### src/rtl/alu_op_encoder_if.sv
// Handshake bus for alu_op_encoder: control-word input side and encoded-entry output side.
interface alu_op_encoder_if;
    logic       in_valid;
    logic       in_ready;
    logic [7:0] in_ctrl;
    logic       out_valid;
    logic       out_ready;
    logic [3:0] out_aluop;
    logic       out_illegal;

    modport master (
        output in_valid, in_ctrl, out_ready,
        input  in_ready, out_valid, out_aluop, out_illegal
    );

    modport slave (
        input  in_valid, in_ctrl, out_ready,
        output in_ready, out_valid, out_aluop, out_illegal
    );
endinterface

### src/rtl/alu_op_encoder.sv
// Re-encodes ALU-stage control words into 4-bit ALUOPs through a 2-entry output buffer.
// Optional statistics counters are enabled by defining ALU_ENC_STATS_EN.
module alu_op_encoder #(
    parameter logic [3:0] ILLEGAL_OP = 4'h0
`ifdef ALU_ENC_STATS_EN
    ,
    parameter int unsigned CNT_W = 8
`endif
) (
    input  logic              clk,
    input  logic              reset_n,
    alu_op_encoder_if.slave   bus,
    output logic              err_sticky,
    input  logic              err_clr
`ifdef ALU_ENC_STATS_EN
    ,
    output logic [CNT_W-1:0]  stat_words,
    output logic [CNT_W-1:0]  stat_illegal
`endif
);

    localparam int unsigned ENTRY_W = 5;

    typedef enum logic [1:0] {EMPTY, ONE, FULL} bufStateT;

    bufStateT             state, nextState;
    logic [ENTRY_W-1:0]   headEntry, tailEntry, nextHead, nextTail;
    logic [ENTRY_W-1:0]   encEntry;
    logic [3:0]           encOp;
    logic                 encIllegal;
    logic                 push, pop, nextErr;

    assign push            = bus.in_valid & bus.in_ready;
    assign pop             = bus.out_valid & bus.out_ready;
    assign bus.out_aluop   = headEntry[3:0];
    assign bus.out_illegal = headEntry[4];
    assign encEntry        = {encIllegal, encOp};

    // Inverse of the ALU-op diode matrix; 00 resolves to ALUOP 0 (E/F alias).
    always_comb begin
        encOp      = ILLEGAL_OP;
        encIllegal = 1'b0;
        case (bus.in_ctrl)
            8'h00:   encOp = 4'h0;
            8'h10:   encOp = 4'h1;
            8'h20:   encOp = 4'h2;
            8'h0C:   encOp = 4'h3;
            8'h4C:   encOp = 4'h4;
            8'h80:   encOp = 4'h5;
            8'h40:   encOp = 4'h6;
            8'h83:   encOp = 4'h7;
            8'h43:   encOp = 4'h8;
            8'h0F:   encOp = 4'h9;
            8'h38:   encOp = 4'hA;
            8'h3E:   encOp = 4'hB;
            8'h36:   encOp = 4'hC;
            8'h33:   encOp = 4'hD;
            default: encIllegal = 1'b1;
        endcase
    end

    // Buffer next-state and entry movement; slot order head then tail.
    always_comb begin
        nextState = state;
        nextHead  = headEntry;
        nextTail  = tailEntry;
        nextErr   = err_sticky;
        case (state)
            EMPTY: begin
                if (push) begin
                    nextHead  = encEntry;
                    nextState = ONE;
                end
            end
            ONE: begin
                if (push && pop) begin
                    nextHead = encEntry;
                end else if (push) begin
                    nextTail  = encEntry;
                    nextState = FULL;
                end else if (pop) begin
                    nextState = EMPTY;
                end
            end
            FULL: begin
                if (pop) begin
                    nextHead  = tailEntry;
                    nextState = ONE;
                end
            end
            default: nextState = EMPTY;
        endcase
        if (push && encIllegal) begin
            nextErr = 1'b1;
        end else if (err_clr) begin
            nextErr = 1'b0;
        end
    end

    always_ff @(posedge clk or negedge reset_n) begin
        if (!reset_n) begin
            state         <= EMPTY;
            headEntry     <= '0;
            tailEntry     <= '0;
            bus.in_ready  <= 1'b1;
            bus.out_valid <= 1'b0;
            err_sticky    <= 1'b0;
        end else begin
            state         <= nextState;
            headEntry     <= nextHead;
            tailEntry     <= nextTail;
            bus.in_ready  <= (nextState != FULL);
            bus.out_valid <= (nextState != EMPTY);
            err_sticky    <= nextErr;
        end
    end

`ifdef ALU_ENC_STATS_EN
    localparam logic [CNT_W-1:0] CNT_MAX = '1;

    // Saturating counters; a new illegal word beats a simultaneous clear.
    always_ff @(posedge clk or negedge reset_n) begin
        if (!reset_n) begin
            stat_words   <= '0;
            stat_illegal <= '0;
        end else begin
            if (push && (stat_words != CNT_MAX)) begin
                stat_words <= stat_words + CNT_W'(1);
            end
            if (push && encIllegal) begin
                if (err_clr) begin
                    stat_illegal <= CNT_W'(1);
                end else if (stat_illegal != CNT_MAX) begin
                    stat_illegal <= stat_illegal + CNT_W'(1);
                end
            end else if (err_clr) begin
                stat_illegal <= '0;
            end
        end
    end
`endif

endmodule

### src/flat_wrapper.sv
// flat-port wrapper written by rule: the top's interface ports become plain ports
module alu_op_encoder_flat 
#(
    parameter logic [3:0] ILLEGAL_OP = 4'h0

)
  (clk, reset_n, err_sticky, err_clr, bus_in_valid, bus_in_ctrl, bus_out_ready, bus_in_ready, bus_out_valid, bus_out_aluop, bus_out_illegal);
  alu_op_encoder_if bus_i ();
  input  logic clk;
  input  logic reset_n;
  output logic err_sticky;
  input  logic err_clr;
  input wire logic [$bits(bus_i.in_valid)-1:0] bus_in_valid;
  input wire logic [$bits(bus_i.in_ctrl)-1:0] bus_in_ctrl;
  input wire logic [$bits(bus_i.out_ready)-1:0] bus_out_ready;
  output wire logic [$bits(bus_i.in_ready)-1:0] bus_in_ready;
  output wire logic [$bits(bus_i.out_valid)-1:0] bus_out_valid;
  output wire logic [$bits(bus_i.out_aluop)-1:0] bus_out_aluop;
  output wire logic [$bits(bus_i.out_illegal)-1:0] bus_out_illegal;
  assign bus_i.in_valid = bus_in_valid;
  assign bus_i.in_ctrl = bus_in_ctrl;
  assign bus_i.out_ready = bus_out_ready;
  assign bus_in_ready = bus_i.in_ready;
  assign bus_out_valid = bus_i.out_valid;
  assign bus_out_aluop = bus_i.out_aluop;
  assign bus_out_illegal = bus_i.out_illegal;
  alu_op_encoder #(.ILLEGAL_OP(ILLEGAL_OP)) u_core (.clk(clk), .reset_n(reset_n), .bus(bus_i), .err_sticky(err_sticky), .err_clr(err_clr));
endmodule
### config.mk
export PLATFORM = sky130hd
export DESIGN_NAME = alu_op_encoder_flat
export DESIGN_NICKNAME = d
export VERILOG_FILES = /design/src/rtl/alu_op_encoder_if.sv /design/src/rtl/alu_op_encoder.sv /design/src/flat_wrapper.sv
export SDC_FILE = /design/constraint.sdc
export NUM_CORES = 1
export LEC_CHECK = 0
export CAP_MARGIN = 20
export CORE_MARGIN = 2
export CORE_UTILIZATION = 60
export DETAILED_ROUTE_END_ITERATION = 7
export DONT_BUFFER_PORTS = 1
export PLACE_DENSITY_LB_ADDON = 0.2
export RECOVER_POWER = 25
export REMOVE_ABC_BUFFERS = 1
export SYNTH_ARGS = -nofsm -noshare
export SYNTH_HDL_FRONTEND = slang
export SYNTH_SLANG_ARGS = --single-unit
### constraint.sdc
create_clock -name clk -period 2.95 [get_ports clk]
set_input_delay 0.4425 -clock clk [delete_from_list [all_inputs] [get_ports clk]]
set_output_delay 0.4425 -clock clk [all_outputs]
set_load 0.05 [all_outputs]
---- Yosys cells after proc, flatten, opt, wreduce, memory -nomap -nowiden ----
Cells that the tools add are included.
storage, ports and cells
  register bits ........................... 15
  input port bits ......................... 13
  output and inout port bits .............. 8
cells by class
  equal/unequal tests ..................... 19
  mux-type cells .......................... 14
  bitwise logic cells ..................... 3
  reduce and logical (&&, ||, !) cells .... 10
operator list
  operator                                       number
  case mux 4 bit (13 select lines)               1
  == test 8 x 6 -> 1 bit, second input constant  5
  == test 8 x 7 -> 1 bit, second input constant  3
  == test 8 x 4 -> 1 bit, second input constant  2
  == test 8 bit, second input constant           2
  2-to-1 mux 5 bit                               3
  case mux 5 bit (3 select lines)                1
  OR reduction 14 bit                            1
  2-to-1 mux 2 bit                               5
  == test 8 x 5 -> 1 bit, second input constant  1
  logical NOT 8 bit                              1
  != test 2 x 1 -> 1 bit, second input constant  3
  case mux 2 bit (3 select lines)                1
  AND reduction 4 bit                            1
  nonzero test 2 bit                             2
  2-to-1 mux 1 bit                               3
  AND reduction 3 bit                            1
  nonzero test 3 bit                             1
  AND 1 bit                                      2
  == test 2 x 1 -> 1 bit, second input constant  1
  == test 2 bit, second input constant           1
  logical AND 1 bit                              2
  logical NOT 2 bit                              1
  != test 2 bit, second input constant           1
  inverter 1 bit                                 1

---- Logic depth before layout (Yosys ltp) ----
  word-level depth ........................ 6
  gate-level depth with buffers ........... 5
  gate-level depth less buffers ........... 4

---- Least setup slack after synthesis ----
Ideal clock, no wire load.
  path kind ............................... register to register
  start point ............................. reg u_core.bus.in_ready
  end point ............................... reg u_core.headEntry[1]
  arrival time ............................ 1.562 ns
  required time ........................... 2.820 ns
  path slack .............................. 1.258 ns
  cell stages (with the launch flop) ...... 5
  clock period less this slack ............ 1.692 ns
  cell sequence ........................... dfstp_2 -> nand2_1 -> o31ai_4 -> nor3b_1 -> a211oi_2
on the way
  cells in the longest elaborated chain, start to end .. 4
  elaborated cells on any way between the ends .. 5
  those cells by class .................... 2 x eq/ne; 1 x bitwise; 2 x reduce/logical
RTL lines
  what                                      line                     RTL
  from (decl)                               alu_op_encoder_if.sv:18  output in_ready, out_valid, out_aluop, out_illegal
  from (signal assigned)                    alu_op_encoder.sv:112    bus.in_ready <= (nextState != FULL);
  AND 1 bit (*)                             alu_op_encoder.sv:33     assign push = bus.in_valid & bus.in_ready;
  logical AND 1 bit                         alu_op_encoder.sv:76     if (push && pop) begin
  != test 2 x 1 -> 1 bit (no source line)   --
  AND reduction 4 bit (no source line) (*)  --
  to (signal assigned)                      alu_op_encoder.sv:110    headEntry <= nextHead;
  to (decl)                                 alu_op_encoder.sv:27     logic [ENTRY_W-1:0] headEntry, tailEntry, nextHead, nextTail;
Mark *: on every way between the ends. The rest lies on a longest branch, timed or not.
A chain may end at the register's enable or synchronous reset.

---- Worst setup path after layout ----
Ends and elaborated chain as after synthesis.

==> results.ini <==
[status]
status=finished, final reports clean

[timing]
worstMarginPinSlew_ns=0.6212
hold_ws_ns=0.2528
grt_setup_unrepaired=false
drv_slew=0
fmax_ghz=0.5470
setup_viol=0
fin_worst_skew_ns=0.005174
min_period_ns=1.828
period_share_pct=61.97
setup-tns-final_ns=0
hold_viol_final=0
maxSlewHeadroom_pct=58.45

[grt]
antenna_found_initial=0
grt.total_usage_pct=22.29
grt_pass1_wl_um=3249
grt_pass1_vias=714
grt_max_degree=16
grt_remaining_overflow=0

[job]
maxCapViolCount=0

[clock_network]
ctsResizeCount=0
clk_latency_ns=0.28
htreeDepth=1
post-cts-setup-buffers=0
clkTransAtPathRegs_ns=0.09
cts_buffer_depth=2
cts_tree=built
cts_made_buffers=3
root_buffer=clkbuf_4
hold_buffers=1
cts_num_sinks=15

[drt]
firstDrtPassIters=4
wire_per_inst_um=16.16
routed_wl_um=1955
ant_nets=0
first_iter_violations=24
drc_errors=0
vias=827
viasPerCell=6.835

[logic_synthesis]
syn_avg_cell_area_sq_um=9.402
yosys.area.top_type=dfrtp_1
yosys.area.top_type_share_pct=35.49
synth_area_leaders=dfrtp_1 35%, nand2_1 3.8%, nor2_1 3.4%
synth_ff_type=dfrtp_1
synth_edf_count=0
synth_area_sq_um=987.2
synth_async_sr_flop_share_pct=100.0
yosysWarnings=0
yosysUniqueCellTypes=45
ys_seq_area_share_pct=38.15
ys_ff_latch=15
syn_inst=105

[critical_path]
cp.required_ns=3.11
crit_fanout=9
worstSetupEndpointType=flop
arrival_ns=1.99
crit_type=flop to flop
start_kind=flop

[layout]
final_common_cell=dfrtp_1
fill_cells=120
area_delta_synth_final_pct=3.295
multi_input_area_sq_um=571.8
fin_nets=119
diodes=0
drive_above_1_share_pct=9.524
seq_area_sq_um=376.6
final_cell_mix=14 x dfrtp_1, 10 x nand2_1, 9 x nor2_1

[floorplan]
fp-row-count=14
die_width_um=44.56
core_area_sq_um=1524
die_area_sq_um=1986
num_io_pins=21
initial_core_util_pct=64.78
die_h_um=44.56

[power_and_ir_drop]
power_uw=876.4
power.density_nw_per_um2=859.4
ir_drop_uv=753.7
power.leakage_uw=0.0004373

[placement]
numPortBuffers=0
dpl.hpwl_um=1511
globalplace.congestion=0.8869

[min_path]
hold_class=input pin to flop

## registers in the layout, summed over array words and instances, names as in the netlist
signal                cells
u_core.headEntry          5
u_core.tailEntry          5
u_core.state              2
u_core.bus.in_ready       1
u_core.bus.out_valid      1
u_core.err_sticky         1
## cells in the mapped netlist (2+ instances only)
master and number:
inv_1 4, buf_2 4, nor2_1 9, xnor2_1 2, dfrtp_1 14, nor3_1 2, or4_1 2, o31ai_1 2
nand2_1 10, and2_1 2, nand4_1 4, and3b_1 3, o221a_1 3, mux2_2 2, mux2i_1 2, a21oi_1 4
nand3_1 3, nor3b_1 2, nand2b_1 2, o211ai_1 4
## final timing paths
kind / startpoint / end / slack, ns / depth (start not counted)
worst max-delay path: u_core.bus.in_ready / u_core.headEntry[1] / 1.12 / 4
worst min-delay path: err_clr / u_core.err_sticky / 0.25 / 1
worst max register to register: u_core.bus.in_ready / u_core.headEntry[1] / 1.12 / 4
worst min register to register: u_core.tailEntry[4] / u_core.tailEntry[4] / 0.49 / 2
max in group asynchronous: reset_n / u_core.headEntry[1] / 1.94 / 1
min in group asynchronous: reset_n / u_core.headEntry[3] / 0.61 / 1
## metrics by stage
| step | setup slack [ns] | instance area [sq um] | util, % | instances |
|---|---|---|---|---|
| floorplan | 1.258 | 963.4 | - | 100 |
| global placement | 1.192 | 983.4 | 64.53 | 116 |
| detailed placement | 1.147 | 983.4 | 64.53 | 116 |
| CTS | 1.120 | 1020 | 66.91 | 121 |
| global route | 0.9806 | 1020 | 66.91 | 121 |
| finish | 1.122 | 1020 | 66.91 | 121 |
## where the power goes
part	internal, uW	switching (uW)
clock	52.5	62.4
combinational	115	116
sequential	282	249
total	449	427
## final cells by class
| class | instances | share of cell area, % |
|---|---|---|
| Timing Repair Buffer | 1 | 0.9816 |
| Clock buffer | 4 | 2.577 |
| Tap cell | 16 | 1.963 |
| Multi-Input combinational cell | 81 | 56.07 |
| Sequential cell | 15 | 36.93 |
| Inverter | 4 | 1.472 |
## cells by family after synthesis
kind of cell / after synthesis / synth area share [%]
buffers and inverters: 9 / 3.928
DFF: 15 / 38.15
muxes: 5 / 5.450
xor gates and xnor gates: 3 / 2.662
and+or+nand+nor: 47 / 27.63
AOI/OAI and AO/OA: 26 / 22.18
## routing by layer
metal / GRT usage, % / part of all wire [%] / vias up
met5: 0 / 0 / -
met1: 32.05 / 46 / 387
met2: 32.75 / 47 / 33
li1: - / - / 403
met3: 6.531 / 6.5 / 4
met4: 5.455 / 0.72 / 0
## worst max-delay path: stages, from the launching register on
cell and delay (ns):
dfstp_2 0.73, nand2_1 0.20, o31ai_4 0.42, nor3b_1 0.28
a211oi_2 0.07
Note: power is estimated with default switching activity, not from simulation.
